$ cat config.mk
export PLATFORM = sky130hd
export DESIGN_NAME = multi_button_debouncer
export DESIGN_NICKNAME = d
export VERILOG_FILES = /design/src/rtl/debounce_pkg.sv /design/src/rtl/debounce_channel.sv /design/src/rtl/multi_button_debouncer.sv
export SDC_FILE = /design/constraint.sdc
export NUM_CORES = 1
export LEC_CHECK = 0
export ABC_AREA = 1
export BUFFER_PORTS_ARGS = -buffer_cell sky130_fd_sc_hd__buf_4
export CAP_MARGIN = 10
export CELL_PAD_IN_SITES_DETAIL_PLACEMENT = 1
export CELL_PAD_IN_SITES_GLOBAL_PLACEMENT = 2
export CORE_MARGIN = 2
export CORE_UTILIZATION = 37
export CTS_CLUSTER_DIAMETER = 200
export DETAILED_ROUTE_END_ITERATION = 6
export MAX_ROUTING_LAYER = met4
export PLACE_DENSITY_LB_ADDON = 0.1
export SYNTH_ARGS = -nofsm -noshare
export SYNTH_HDL_FRONTEND = slang
export SYNTH_SLANG_ARGS = --single-unit
$ cat constraint.sdc
create_clock -name clk -period 8.5 [get_ports clk]
set_input_delay 0.425 -clock clk [delete_from_list [all_inputs] [get_ports clk]]
set_output_delay 0.425 -clock clk [all_outputs]
set_load 0.005 [all_outputs]
$ cat src/rtl/debounce_pkg.sv
// Shared types and helpers for the multi-channel button debouncer:
// the per-channel press FSM state and the counter-width helper.
package debounce_pkg;

    typedef enum logic [1:0] {
        RELEASED,
        PRESSED,
        HELD
    } btn_fsm_e;

    // Width that holds 0..limit-1; never narrower than one bit.
    function automatic int unsigned cnt_width(input int unsigned limit);
        return (limit <= 1) ? 1 : $clog2(limit);
    endfunction

endpackage

$ cat src/rtl/debounce_channel.sv
// One button channel: 2-flop synchroniser, debounce counter, press/hold FSM.
// Auto-repeat is built only when DEBOUNCE_AUTOREPEAT_EN is defined.
module debounce_channel
    import debounce_pkg::*;
#(
    parameter int unsigned DEBOUNCE_CYCLES = 1000000,
    parameter int unsigned HOLD_CYCLES     = 100000000,
    parameter int unsigned REPEAT_CYCLES   = 20000000
) (
    input  logic clk_i,
    input  logic rst_i,
    input  logic raw_i,
    output logic state_o,
    output logic press_o,
    output logic release_o,
    output logic long_o,
    output logic repeat_o
);

    localparam int unsigned DebW  = cnt_width(DEBOUNCE_CYCLES);
    localparam int unsigned HoldW = cnt_width(HOLD_CYCLES);
    localparam logic [DebW-1:0]  DebLast  = DebW'(DEBOUNCE_CYCLES - 1);
    localparam logic [HoldW-1:0] HoldLast = HoldW'(HOLD_CYCLES - 1);

    logic             sync1_q, sync2_q;
    logic [DebW-1:0]  deb_cnt_q, deb_cnt_d;
    logic             btn_q, btn_d;
    logic             press_q, press_d;
    logic             release_q, release_d;
    logic             long_q, long_d;
    btn_fsm_e         fsm_q, fsm_d;
    logic [HoldW-1:0] hold_cnt_q, hold_cnt_d;

    // Counter holds mismatching cycles seen so far; the final one toggles instead of counting.
    always_comb begin
        deb_cnt_d = '0;
        btn_d     = btn_q;
        press_d   = 1'b0;
        release_d = 1'b0;
        if (sync2_q != btn_q) begin
            if (deb_cnt_q == DebLast) begin
                btn_d     = ~btn_q;
                press_d   = sync2_q;
                release_d = ~sync2_q;
            end else begin
                deb_cnt_d = deb_cnt_q + 1'b1;
            end
        end
    end

    // Release is checked before hold completion so it wins a same-cycle tie.
    always_comb begin
        fsm_d      = fsm_q;
        hold_cnt_d = '0;
        long_d     = 1'b0;
        unique case (fsm_q)
            RELEASED: if (press_d) fsm_d = PRESSED;
            PRESSED: begin
                if (release_d) begin
                    fsm_d = RELEASED;
                end else if (hold_cnt_q == HoldLast) begin
                    fsm_d  = HELD;
                    long_d = 1'b1;
                end else begin
                    hold_cnt_d = hold_cnt_q + 1'b1;
                end
            end
            HELD:     if (release_d) fsm_d = RELEASED;
            default:  fsm_d = RELEASED;
        endcase
    end

    always_ff @(posedge clk_i or posedge rst_i) begin
        if (rst_i) begin
            sync1_q    <= 1'b0;
            sync2_q    <= 1'b0;
            deb_cnt_q  <= '0;
            btn_q      <= 1'b0;
            press_q    <= 1'b0;
            release_q  <= 1'b0;
            long_q     <= 1'b0;
            fsm_q      <= RELEASED;
            hold_cnt_q <= '0;
        end else begin
            sync1_q    <= raw_i;
            sync2_q    <= sync1_q;
            deb_cnt_q  <= deb_cnt_d;
            btn_q      <= btn_d;
            press_q    <= press_d;
            release_q  <= release_d;
            long_q     <= long_d;
            fsm_q      <= fsm_d;
            hold_cnt_q <= hold_cnt_d;
        end
    end

`ifdef DEBOUNCE_AUTOREPEAT_EN
    localparam int unsigned RepW = cnt_width(REPEAT_CYCLES);
    localparam logic [RepW-1:0] RepLast = RepW'(REPEAT_CYCLES - 1);

    logic [RepW-1:0] rep_cnt_q, rep_cnt_d;
    logic            repeat_q, repeat_d;

    always_comb begin
        rep_cnt_d = '0;
        repeat_d  = 1'b0;
        if (fsm_q == HELD && !release_d) begin
            if (rep_cnt_q == RepLast) begin
                repeat_d = 1'b1;
            end else begin
                rep_cnt_d = rep_cnt_q + 1'b1;
            end
        end
    end

    always_ff @(posedge clk_i or posedge rst_i) begin
        if (rst_i) begin
            rep_cnt_q <= '0;
            repeat_q  <= 1'b0;
        end else begin
            rep_cnt_q <= rep_cnt_d;
            repeat_q  <= repeat_d;
        end
    end

    assign repeat_o = repeat_q;
`else
    assign repeat_o = 1'b0;
`endif

    assign state_o   = btn_q;
    assign press_o   = press_q;
    assign release_o = release_q;
    assign long_o    = long_q;

endmodule

$ cat src/rtl/multi_button_debouncer.sv
// NUM_CH independent debounced buttons with press/release/long-press pulses.
// Define DEBOUNCE_AUTOREPEAT_EN to enable auto-repeat pulses while held.
module multi_button_debouncer
    import debounce_pkg::*;
#(
    parameter int unsigned NUM_CH          = 4,
    parameter int unsigned DEBOUNCE_CYCLES = 1000000,
    parameter int unsigned HOLD_CYCLES     = 100000000,
    parameter int unsigned REPEAT_CYCLES   = 20000000
) (
    input  logic              clk,
    input  logic              rst,
    input  logic [NUM_CH-1:0] btn_raw,
    output logic [NUM_CH-1:0] btn_state,
    output logic [NUM_CH-1:0] press_pulse,
    output logic [NUM_CH-1:0] release_pulse,
    output logic [NUM_CH-1:0] long_pulse,
    output logic [NUM_CH-1:0] repeat_pulse
);

    for (genvar i = 0; i < NUM_CH; i++) begin : g_ch
        debounce_channel #(
            .DEBOUNCE_CYCLES (DEBOUNCE_CYCLES),
            .HOLD_CYCLES     (HOLD_CYCLES),
            .REPEAT_CYCLES   (REPEAT_CYCLES)
        ) u_channel (
            .clk_i     (clk),
            .rst_i     (rst),
            .raw_i     (btn_raw[i]),
            .state_o   (btn_state[i]),
            .press_o   (press_pulse[i]),
            .release_o (release_pulse[i]),
            .long_o    (long_pulse[i]),
            .repeat_o  (repeat_pulse[i])
        );
    end

endmodule

# ---- Word-level counts from Yosys, hierarchy flattened
# Index checks and enable logic that the tools add are counted.
# W data, S select, Z words.
dict set report totals {
  word_cells 164
  input_bits 6
  output_inout_bits 20
  register_bits 220
}
dict set report classes {
  bitwise_logic 8
  n_eq_ne 32
  addsub 8
  n_reduce_logical 12
  mux 68
}
# op n
set op_table {}
lappend op_table {{$mux W27} 12}
lappend op_table {{$mux W20} 8}
lappend op_table {{$add A27 B1 Y27 const B} 4}
lappend op_table {{$eq A27 B27 Y1 const B} 4}
lappend op_table {{$add A20 B1 Y20 const B} 4}
lappend op_table {{$eq A20 B20 Y1 const B} 4}
lappend op_table {{$mux W2} 16}
lappend op_table {{$mux W1} 28}
lappend op_table {{$pmux W2 S3} 4}
lappend op_table {{$ne A2 B1 Y1 const B} 8}
lappend op_table {{$ne A3 B1 Y1 const B} 4}
lappend op_table {{$reduce_and A3 Y1} 4}
lappend op_table {{$eq A2 B1 Y1 const B} 4}
lappend op_table {{$eq A2 B2 Y1 const B} 4}
lappend op_table {{$logic_not A2 Y1} 4}
lappend op_table {{$not A1 Y1} 8}
lappend op_table {{$reduce_and A2 Y1} 4}
lappend op_table {{$ne A1 B1 Y1} 4}

# ---- Depth between registers and ports, before layout
dict set report logic_depth {
  word_depth 5
  depth_mapped 10
  ltp_nobuf 10
}

# ---- Cells and area by module
# A second synthesis with hierarchy kept.
dict set report hier_totals {
  cells_unflattened 1640
  area_unflattened_um2 12186.7
}
# mod instances seq_area_each_um2 area_per_inst_um2 cells_per_inst
set by_module_without_submodules {}
lappend by_module_without_submodules {debounce_channel 4 1376.3 3046.7 410}

# ---- Worst setup path after synthesis
# Ideal clock, no wire load.
dict set report synth_path {
  path_type {register -> register}
  start {reg g_ch[2].u_channel.deb_cnt_q[0]}
  end {reg g_ch[2].u_channel.hold_cnt_q[17]}
  stages_incl_launch_ff 10
  slack_ns 6.876
  synth_period_minus_slack_ns 1.624
  required_ns 8.381
  n_path_buf 1
  setup_ns 0.119
  t_arrival_ns 1.506
  path_cell_list {dfrtp_1 -> ha_1 -> nand2_2 -> nor2_8 -> nand3_1 -> nor2_1 -> nand4_2 -> nand2_4 -> buf_12 -> nor2_2}
}
dict set report synth_between {
  elab_chain_len 5
}
# element line_no
set synth_rtl {}
lappend synth_rtl {{start: declaration} debounce_channel.sv:26} ;# logic [DebW-1:0] deb_cnt_q, deb_cnt_d;
lappend synth_rtl {{start signal: assignment} debounce_channel.sv:87} ;# deb_cnt_q <= deb_cnt_d;
lappend synth_rtl {{$eq A20 B20 Y1} debounce_channel.sv:41} ;# if (deb_cnt_q == DebLast) begin
lappend synth_rtl {{$mux W1} debounce_channel.sv:41}
lappend synth_rtl {{$mux W1} debounce_channel.sv:40} ;# if (sync2_q != btn_q) begin
lappend synth_rtl {{$mux W27} debounce_channel.sv:59} ;# if (release_d) begin
lappend synth_rtl {{$mux W27} debounce_channel.sv:56} ;# unique case (fsm_q)
lappend synth_rtl {{net g_ch[2].u_channel.hold_cnt_d[17]} debounce_channel.sv:32} ;# logic [HoldW-1:0] hold_cnt_q, hold_cnt_d;
lappend synth_rtl {{end signal: assignment} debounce_channel.sv:93} ;# hold_cnt_q <= hold_cnt_d;
lappend synth_rtl {{end: declaration} debounce_channel.sv:32}
# The timed path passes the listed nets, and every way through them passes these cells.
# A chain may end at the register's enable or synchronous reset.

# ---- Final worst setup path
dict set report layout_path {
  start {reg g_ch[1].u_channel.deb_cnt_q[0]}
  end {reg g_ch[1].u_channel.deb_cnt_q[18]}
}
dict set report layout_between {
  elab_chain_len 3
  word_cells_on_any_way 4
}
# element line_no
set layout_rtl {}
lappend layout_rtl {{start: declaration} debounce_channel.sv:26}
lappend layout_rtl {{start signal: assignment} debounce_channel.sv:87}
lappend layout_rtl {{$add A20 B1 Y20 or $eq A20 B20 Y1 (tied branches)} {debounce_channel.sv:46, debounce_channel.sv:41}}
lappend layout_rtl {{$mux W20 (*)} debounce_channel.sv:41}
lappend layout_rtl {{$mux W20 (*)} debounce_channel.sv:40}
lappend layout_rtl {{net g_ch[1].u_channel.deb_cnt_d[18]} debounce_channel.sv:26}
# The timed path passes the listed nets; every way through them passes the cells marked *.

==> metrics.yaml <==
cells_and_area:
  nets: 1734
  insertedDiodeCount: 0
  final_common_cell: "nor2_1"
  final_util: 0.4202
  fin_area_sq_mm: 0.01402
  final_cell_mix: "nor2_1 (391), nand2_1 (363), dfrtp_1 (220)"
  fillers: 4227
  drive_gt1_frac: 0.07635
  instances_no_fill: 2190
  synthToLayoutAreaGrowth_pct: 12.49
routing:
  drtPass1Iterations: 4
  viasPerCell: 4.832
  drtIter0Drc: 402
  vias: 10583
  drc_errors: 0
  wirelength_um: 32260
  antenna_left: 0
  wl_per_cell_um: 14.73
synth:
  syn-instance-count: 1693
  yosys.area.top_type_share: 0.4417
  syn-cell-area_sq_mm: 0.01246
  synth_area_leader_cell: "dfrtp_1"
  synth-seq-area-share: 0.4417
  ys_types: 41
  synth.top_cells.by_area: "dfrtp_1 (44%), nor2_1 (12%), nand2_1 (11%)"
  ys_ff_latch: 220
  ys_warn_count: 0
  synth.avg_cell_area_sq_um: 7.362
min_path:
  holdCritPathClass: "register to register"
  hold_depth: 0
pwr:
  netSwitchingFraction: 0.2129
  powerDensity_mw_per_mm2: 172.7
  p_seq_frac: 0.437
  pwr-share-clk: 0.543
  p_sw_uw: 515.5
  p_leak_nw: 5.848
  pwr-share-comb: 0.020
  vdd_drop_max_v: 0.0001390
  intPower_mw: 1.906
critical_path:
  cp_max_fo: 11
  worstPathCellList: "ha_1 -> nand3_1 -> nor2_1 -> a21oi_1 -> inv_1 -> a21oi_1"
  r2r_cells: 6
  cp.arrival_ns: 2.61
  critPathLaunchType: "register"
  path_common_cell: "a21oi_1"
  slowest_delay_ns: 0.70
  required_ns: 8.96
  worst_path_max_delay_cell: "a21oi_1"
  critPathKind: "register to register"
  end_kind: "register"
global_route:
  antenna_found_initial: 0
  grt_pass1_wl_um: 56580
  grt_use_total: 0.1962
  grt_pass1_vias: 11401
  grt.overflow.total: 0
  grt_max_degree: 85
cts:
  cts-resized-gates: 0
  tritoncts: "yes"
  clkTransAtPathRegs_ns: 0.06
  cts_sinks: 220
  clk_latency_ns: 0.54
  clk_path_buf_depth: 3
  htree_num_levels: 1
  clockRootBuffer: "clkbuf_16"
  numCtsBuffers: 28
floorplanning:
  rows: 67
  fp.dieW_um: 187.5
  start_util: 0.3736
  core_area_sq_mm: 0.03336
  fp.dieH_um: 187.5
  pin_count: 26
  dieArea_sq_mm: 0.03517
timing:
  hold_viol: 0
  min_period_over_period: 0.2522
  worst_pin_slew_ns: 1.001
  finalSetupViolCount: 0
  setup-tns-final_ns: 0
  fin_ws_ns: 6.357
  min_period_ns: 2.143
  drv_slew: 0
  slew_headroom: 0.3330
  rsz0062_at_grt: "false"
  fin_worst_skew_ns: 0.009347
  max_freq_mhz: 466.6
placement:
  dpl.hpwl_um: 23660
  placed_area_sq_mm: 0.01293
  port_buffers: 21
  routabilityCongestion: 0.8145
  pre_cts_slack_ns: 6.304
  dp.cells: 2133
job:
  max-cap-violations: 0
status:
  status: "finished clean"
## area by class of cell
class                      count  area [sq um]  area share
multi-input combinational   1233          5899      0.4208
sequential                   220          5505      0.3926
clock buffer                  40         847.1     0.06041
inverter                     209         792.0     0.05649
tap                          448         560.5     0.03998
timing repair buffer          28         222.7     0.01588
clock inverter                12         193.9     0.01383
## through the flow
stage          hold WS (ns)  power [mW]
3_3_place_gp         0.3396       1.125
6_report             0.3550       2.422
2_1_floorplan        0.3312       1.110
3_5_place_dp         0.3411       1.126
5_1_grt              0.3588       2.517
4_1_cts              0.3566       2.472
## registers in the layout (all words and copies together), names as in the netlist
name / count
g_ch.u_channel.long_o: 4
g_ch.u_channel.release_o: 4
g_ch.u_channel.fsm_q: 8
g_ch.u_channel.press_o: 4
g_ch.u_channel.state_o: 4
g_ch.u_channel.sync1_q: 4
g_ch.u_channel.sync2_q: 4
g_ch.u_channel.deb_cnt_q: 80
g_ch.u_channel.hold_cnt_q: 108
## power by group through the flow
stage	Sequential (mW)	Clock [mW]	Combinational, mW
floorplan	1.08	0	0.0333
global placement	1.08	0	0.0475
detailed placement	1.08	0	0.0484
CTS	1.06	1.36	0.0507
global route	1.06	1.40	0.0565
finish	1.06	1.32	0.0474
## Yosys cell counts (all sizes together)
master,instances
nand2,372
xor2,62
nor4,3
a21o,1
nor3,66
nand4,58
conb,1
clkbuf,2
o31ai,1
nor3b,3
nand3b,2
nand3,130
o211a,1
and3,6
ha,8
and2,3
o22ai,2
or2,2
o21bai,1
a31oi,6
xnor2,22
a21oi,24
inv,209
o21ai,32
buf,32
dfrtp,220
nor2,424
## kinds of logic (layout without fill, tap and decap cells)
group,after synthesis,after routing,share of synthesized area
simple gates,1069,1069,0.3759
buf+inv,243,289,0.08593
flops,220,220,0.4417
xor+xnor,84,84,0.05902
compound gates,68,68,0.02911
fa+ha+maj,8,8,0.008031
other cells,1,4,0.0003009
## path summary, 6_finish.rpt
kind | start | endpoint | slack [ns]
max | g_ch[1].u_channel.deb_cnt_q[0] | g_ch[1].u_channel.deb_cnt_q[18] | 6.36
min | g_ch[2].u_channel.sync1_q | g_ch[2].u_channel.sync2_q | 0.35
max reg2reg | g_ch[1].u_channel.deb_cnt_q[0] | g_ch[1].u_channel.deb_cnt_q[18] | 6.36
min in group asynchronous | rst | g_ch[0].u_channel.deb_cnt_q[10] | 0.53
min reg2reg | g_ch[2].u_channel.sync1_q | g_ch[2].u_channel.sync2_q | 0.35
max in group asynchronous | rst | g_ch[1].u_channel.press_o | 6.55
## what timing repair did
item	in CTS	in global routing
hold buffers	5	0
buffers inserted	0	0
hold endpoints to repair	37	0
endpoints found under the setup margin	0	0
## metal layers
metal / wire length, um / track usage / vias to the layer above / share of wire
met1: 15920 / 0.2606 / 5104 / 0.49
met3: 542 / 0.01946 / 38 / 0.017
met4: 610 / 0.03907 / 0 / 0.019
met5: 0 / - / - / 0
met2: 15190 / 0.3281 / 70 / 0.47
li1: - / - / 5371 / -
## worst max-delay path, delay by kind of cell (launching register included)
family | cells | cell delay, ns
flip-flops | 1 | 0.39
AO/OA/AOI/OAI | 2 | 0.88
buffers and inverters | 1 | 0.27
adder cells (fa/ha/maj) | 1 | 0.23
AND/OR/NAND/NOR | 2 | 0.29
Note: power is estimated with default switching activity, not from simulation.
